[src/rtl/fpga_ccff_loader.sv]
// fpga_ccff_loader
// Streams a bitstream into NUM_CHAINS parallel configuration flip-flop
// chains of CHAIN_LEN flops each. It accepts one bit per chain per beat
// over a valid/ready stream and checks the bitstream length against
// CHAIN_LEN.
// Optional feature macro: FPGA_CCFF_LOADER_TAIL_PARITY_EN.
// When this macro is defined, the block accumulates a per-chain parity of
// the bits shifted out of ccff_tail.
`timescale 1ns/1ps

module fpga_ccff_loader #(
  parameter int NUM_CHAINS = 8,
  parameter int CHAIN_LEN  = 1024,
  localparam int CNT_W     = $clog2(CHAIN_LEN + 1)
) (
  input  logic                  prog_clk,
  input  logic                  prog_reset,
  input  logic                  start,
  input  logic                  abort,
  input  logic                  bs_valid,
  input  logic [NUM_CHAINS-1:0] bs_data,
  input  logic                  bs_last,
  output logic                  bs_ready,
  input  logic [NUM_CHAINS-1:0] ccff_tail,
  output logic [NUM_CHAINS-1:0] ccff_head,
  output logic                  config_enable,
  output logic                  busy,
  output logic                  done,
  output logic                  err,
  output logic [NUM_CHAINS-1:0] tail_parity
);

  localparam logic [1:0] IDLE = 2'd0;
  localparam logic [1:0] LOAD = 2'd1;
  localparam logic [1:0] DONE = 2'd2;

  localparam logic [CNT_W-1:0] LAST_IDX = CNT_W'(CHAIN_LEN - 1);

  logic [1:0]       state;
  logic [CNT_W-1:0] beat_cnt;
  logic             accept;
  logic             last_slot;

  // Beats are accepted only while loading, and an abort blocks acceptance
  // in the same cycle.
  assign bs_ready  = (state == LOAD) & ~abort;
  assign accept    = bs_valid & bs_ready;
  assign last_slot = (beat_cnt == LAST_IDX);
  assign busy      = (state == LOAD);

  // Sequencing: start, count beats, and judge length, abort and completion.
  always_ff @(posedge prog_clk) begin
    if (prog_reset) begin
      state    <= IDLE;
      beat_cnt <= '0;
      err      <= 1'b0;
      done     <= 1'b0;
    end else begin
      done <= 1'b0;
      case (state)
        IDLE: begin
          if (start) begin
            state    <= LOAD;
            beat_cnt <= '0;
            err      <= 1'b0;
          end
        end
        LOAD: begin
          if (abort) begin
            err   <= 1'b1;
            state <= IDLE;
          end else if (accept) begin
            beat_cnt <= beat_cnt + CNT_W'(1);
            if (bs_last && last_slot) begin
              state <= DONE;
              done  <= 1'b1;
            end else if (bs_last || last_slot) begin
              err   <= 1'b1;
              state <= IDLE;
            end
          end
        end
        DONE: begin
          state <= IDLE;
        end
        default: begin
          state <= IDLE;
        end
      endcase
    end
  end

  // Register each accepted beat onto the chain heads along with its shift strobe.
  always_ff @(posedge prog_clk) begin
    if (prog_reset) begin
      ccff_head     <= '0;
      config_enable <= 1'b0;
    end else begin
      config_enable <= accept;
      if (accept) begin
        ccff_head <= bs_data;
      end
    end
  end

`ifdef FPGA_CCFF_LOADER_TAIL_PARITY_EN
  // Fold each shifted-out tail bit into the per-chain parity. The parity is
  // cleared when a new load starts.
  always_ff @(posedge prog_clk) begin
    if (prog_reset) begin
      tail_parity <= '0;
    end else if ((state == IDLE) && start) begin
      tail_parity <= '0;
    end else if (config_enable) begin
      tail_parity <= tail_parity ^ ccff_tail;
    end
  end
`else
  logic unused_tail;

  assign tail_parity = '0;
  assign unused_tail = ^ccff_tail;
`endif

endmodule
[config.mk]
export PLATFORM = sky130hd
export DESIGN_NAME = fpga_ccff_loader
export DESIGN_NICKNAME = d
export VERILOG_FILES = /design/src/rtl/fpga_ccff_loader.sv
export SDC_FILE = /design/constraint.sdc
export NUM_CORES = 1
export LEC_CHECK = 0
export CORE_MARGIN = 3
export CORE_UTILIZATION = 30
export CTS_CLUSTER_DIAMETER = 30
export DETAILED_ROUTE_END_ITERATION = 7
export GPL_ROUTABILITY_DRIVEN = 0
export SYNTH_ARGS = -nofsm -noshare
export SYNTH_HDL_FRONTEND = slang
export SYNTH_SLANG_ARGS = --single-unit
[constraint.sdc]
create_clock -name prog_clk -period 2.2 [get_ports prog_clk]
set_input_delay 0.55 -clock prog_clk [delete_from_list [all_inputs] [get_ports prog_clk]]
set_output_delay 0.55 -clock prog_clk [all_outputs]
set_load 0.05 [all_outputs]
* Word-level counts from Yosys, hierarchy flattened
Index checks and enable logic that the tools add are counted.
** Operators by class
- Bitwise operators :: 5
- Equal/unequal tests :: 9
- Reductions and logical operators :: 8
- Order comparisons :: 0
- Muxes and demuxes :: 17
- Shift operators :: 0
- Multiply operators :: 0
- $add $sub $neg :: 1
- Div/mod/pow operators :: 0
** Operator list (count)
- 11-bit two-way mux :: 3
- 11-bit one-hot mux with 2 select lines :: 1
- 11-bit by 1-bit adder with 11-bit output (second input constant) :: 1
- 11-bit by 10-bit equality test with 1-bit output (second input constant) :: 1
- 2-bit two-way mux :: 5
- 1-bit two-way mux :: 6
- 3-bit by 2-bit != test with 1-bit output (second input constant) :: 2
- 5-bit AND reduction :: 1
- 2-bit != test (second input constant) :: 2
- 4-bit by 2-bit != test with 1-bit output (second input constant) :: 1
- 2-bit one-hot mux with 2 select lines :: 1
- 4-bit AND reduction :: 1
- 4-bit OR reduction :: 1
- 3-bit != test (second input constant) :: 1
- 1-bit inverter :: 3
- 3-bit AND reduction :: 1
- 1-bit bitwise AND :: 2
- 2-bit by 1-bit equality test with 1-bit output (second input constant) :: 1
- 2-bit zero test :: 1
- 2-bit by 1-bit != test with 1-bit output (second input constant) :: 1
- 1-bit one-hot mux with 2 select lines :: 1
- 2-bit nonzero test :: 1
- 1-bit logical AND :: 1
- 1-bit logical OR :: 1
** Word-level totals
- Bits of input ports :: 22
- Output and inout bits :: 21
- Bits in read-only memories :: 0
- Latch bits :: 0
- RAM bits :: 0
- Register bits :: 24
- Memories kept :: 0

* Longest topological paths before layout
- Word-level depth :: 7
- Gate-level depth with buffers :: 5
- Depth with buffers taken out :: 5

* Least setup slack after synthesis
Ideal clock, no wire load.
- Kind :: flip-flop to output port
- Start point :: register state[0]
- End point :: output bs_ready
- Stages on the path, launching flop included :: 3
- Required time :: 1.650 ns
- Buffers on the path :: 0
- Setup slack :: 0.259 ns
- Arrival time :: 1.391 ns
- Cell sequence :: dfxtp_1 > and2b_1 > and2_1
** On the way
- Cells in the longest elaborated chain, start to end :: 2
** RTL lines
- start: declaration :: RTL line 39 : logic [1:0] state;
- start signal: assignment :: RTL line 54 : state <= IDLE;
- start signal: assignment :: RTL line 63 : state <= LOAD;
- start signal: assignment :: RTL line 71 : state <= IDLE;
- 2-bit by 1-bit equality test with 1-bit output
- named net busy :: RTL line 27 : output logic busy,
- 1-bit bitwise AND :: RTL line 46 : assign bs_ready = (state == LOAD) & ~abort;
- end: declaration :: RTL line 23 : output logic bs_ready,
The timed path passes the listed nets, and every way through them passes these cells.

* Worst setup path in the final report
- Start point :: input abort
- End point :: output bs_ready
** On the way
- Cells in the longest elaborated chain, start to end :: 2
** RTL lines
- start: declaration :: RTL line 19 : input logic abort,
- 1-bit inverter :: RTL line 46
- 1-bit bitwise AND :: RTL line 46
Every way passes these cells.

==> flow_summary.toml <==
[global_routing]
grt_pass1_vias = 1002
grt_overflow = 0
grt_antenna_before_repair = 0
grt_max_degree = 16
grt_pass1_wl_mm = 4.326
grt_use_total = 0.1250

[routing]
antenna_left = 0
dr.first_iter.drc_count = 59
vias_per_cell = 4.771
detail_route.first_pass.iterations = 4
routed_wl_mm = 2.569
vias = 1002
drc_errors = 0
wl_per_cell_um = 12.23

[clock_network]
cts_root_buf = "clkbuf_8"
hold_buffers = 0
h-tree-depth = 1
insertion_delay_ns = 0.27
cts_tree = "built"
clockBufferDepth = 2
ctsResizeCount = 0
path_clk_slew_ns = 0.08
numCtsBuffers = 3
clock_sinks = 24
postCtsSetupRepairBufs = 0

[final_layout]
diodes = 0
synthToLayoutAreaGrowth_pct = 33.41
layout.cells.most_common_list = "dfxtp_1 (24), clkdlybuf4s50_1 (24), nand2_1 (22), a21oi_1 (13), nor2_1 (11)"
fin_cells = 210
fin_nets = 188
drive_gt1_frac = 0.1280

[power_and_ir_drop]
power_density_nw_per_um2 = 580.8
p_sw_uw = 233.8
netSwitchingFraction = 0.2633
power_frac_clock = 0.334
peakVddDrop_mv = 0.2237
leakagePower_nw = 0.5496
pwr-share-comb = 0.164
pwr-share-seq = 0.502
intPower_uw = 654.2

[worst_setup_path]
start_kind = "input pin"
critical_path_buf_inv_count = 3
critical_path_class = "in2out"
endpoint_kind = "output pin"
cpLargestDelayFamily = "buffers and inverters"
crit_slowest_cell = "clkdlybuf4s50_1"
crit_path_max_fanout = 4
worstPathRequired_ns = 1.65
cp_cell_sequence = "clkdlybuf4s50_1, inv_1, and2_1, buf_12"
max_stage_delay_ns = 0.53
arrival_ns = 1.46

[floorplanning]
rows = 21
core-area_um2 = 3495
die_area_um2 = 4598
die_y_um = 67.81
die_width_um = 67.81
ios = 43
initial_core_util = 0.3280

[placed_design]
place_ws_ns = 0.004535
place_inst = 206
place_hpwl_mm = 1.948
io_buffers = 26

[run]
cap_violations = 0

[logic_synthesis]
ys_warn_count = 0
ys_seq_elements = 24
ys_seq_area_frac = 0.4192
syn_area_um2 = 1146
syn_area_per_cell_um2 = 8.749
netlist_instances = 131
synth_cell_types = 39

[timing]
timing.fmax_mhz = 497.1
slew_headroom = 0.6524
finalCriticalPeriod_ns = 2.012
tightest_slew_ns = 0.5197
fin_ws_ns = 0.1882
slew_violations = 0
hold_viol_final = 0
setup_viol = 0
finClkSkew_ns = 0.004609
rsz0062_at_grt = "false"
finalSetupTns_ns = 0
finalCritPeriodShare = 0.9145

[hold_path]
hold_class = "reg2reg"

[run_status]
outcome = "finished clean"
-- final timing paths --
path                                                start                         to  slack [ns]  cells after the start
worst max-delay path                                abort                   bs_ready        0.19                      4
worst min register to register  ccff_head[5]$_SDFFE_PP0P_  ccff_head[5]$_SDFFE_PP0P_        0.46                      2
worst max register to register   beat_cnt[2]$_SDFFE_PP0P_  beat_cnt[10]$_SDFFE_PP0P_        0.63                      4
worst min-delay path            ccff_head[5]$_SDFFE_PP0P_  ccff_head[5]$_SDFFE_PP0P_        0.46                      2
-- cells by family (layout without fill, tap and decap cells) --
family / after synthesis / after routing / share of synthesized area
buffers and inverters: 14 / 40 / 0.07970
and+or+nand+nor: 58 / 58 / 0.2675
xor gates and xnor gates: 7 / 7 / 0.05349
adders and majority gates: 1 / 1 / 0.01092
other: 1 / 8 / 0.003272
AOI/OAI and AO/OA: 25 / 25 / 0.1572
muxes: 1 / 1 / 0.008734
DFF: 24 / 24 / 0.4192
-- per-stage QoR --
step           utilization  power (mW)  hold WS, ns  instance area (um2)
2_1_floorplan            -      0.5555       0.4312                 1172
3_3_place_gp        0.4218      0.5999       0.4441                 1474
3_5_place_dp        0.4218      0.6017       0.4485                 1474
4_1_cts             0.4375      0.8935       0.4600                 1529
5_1_grt             0.4375      0.9291       0.4727                 1529
6_report            0.4375      0.8880       0.4562                 1529
-- flip-flops by register name, summed over array words and instances (netlist names) --
signal         flops
state              2
beat_cnt          11
config_enable      1
ccff_head          8
err                1
done               1
-- power groups by stage --
stage          Sequential [mW]  Combinational (mW)  Clock, mW
2_1_floorplan            0.471              0.0845          0
3_3_place_gp             0.456               0.144          0
3_5_place_dp             0.456               0.145          0
4_1_cts                  0.446               0.146      0.301
5_1_grt                  0.447               0.155      0.326
6_report                 0.446               0.146      0.296
-- final cells by class --
class                      instances  area [um2]
tap                               46       57.56
fill                             344        1966
timing repair buffer              34       327.8
multi-input combinational        100       600.6
clock buffer                       4       55.05
sequential                        24       480.5
inverter                           2       7.507
-- worst reg2reg max path, delay by kind of cell (launching register included) --
kind	cells	cell delay [ns]
AND/OR/NAND/NOR	3	1.01
AO/OA/AOI/OAI	1	0.09
flip-flops	1	0.41
-- synth_stat cells, drive strengths merged --
| master | n | area, um2 |
|---|---|---|
| buf | 10 | 76.32 |
| and2b | 1 | 7.510 |
| nand2b | 2 | 12.51 |
| o2111ai | 3 | 26.28 |
| nand3b | 1 | 7.510 |
| o32ai | 1 | 8.760 |
| a2111oi | 1 | 27.53 |
| or4 | 1 | 7.510 |
| or3 | 2 | 12.51 |
| o21a | 1 | 7.510 |
| nand2 | 22 | 82.58 |
| mux2i | 1 | 10.01 |
| and3 | 4 | 25.02 |
| xor2 | 4 | 35.03 |
| xnor2 | 3 | 26.28 |
| nor4 | 3 | 25.02 |
| o21ai | 3 | 18.76 |
| nor2 | 12 | 47.55 |
| o211a | 1 | 10.01 |
| ha | 1 | 12.51 |
| nand4bb | 1 | 11.26 |
| dfxtp | 24 | 480.5 |
| nor3b | 1 | 12.51 |
| inv | 2 | 7.510 |
| a21oi | 13 | 65.06 |
| clkbuf | 2 | 7.510 |
| and2 | 1 | 6.260 |
| conb | 1 | 3.750 |
| nand3 | 5 | 25.02 |
| and4bb | 1 | 12.51 |
| o31a | 1 | 8.760 |
| or3b | 1 | 11.26 |
| a211oi | 1 | 7.510 |
-- per-layer routing --
layer  track usage  up-vias  wire [um]
li1              -      504          -
met1        0.1494      468       1151
met2        0.2102       25       1204
met3       0.02791        5        156
met4       0.06203        0         56
met5             0        -          0
Note: power is estimated with default switching activity, not from simulation.
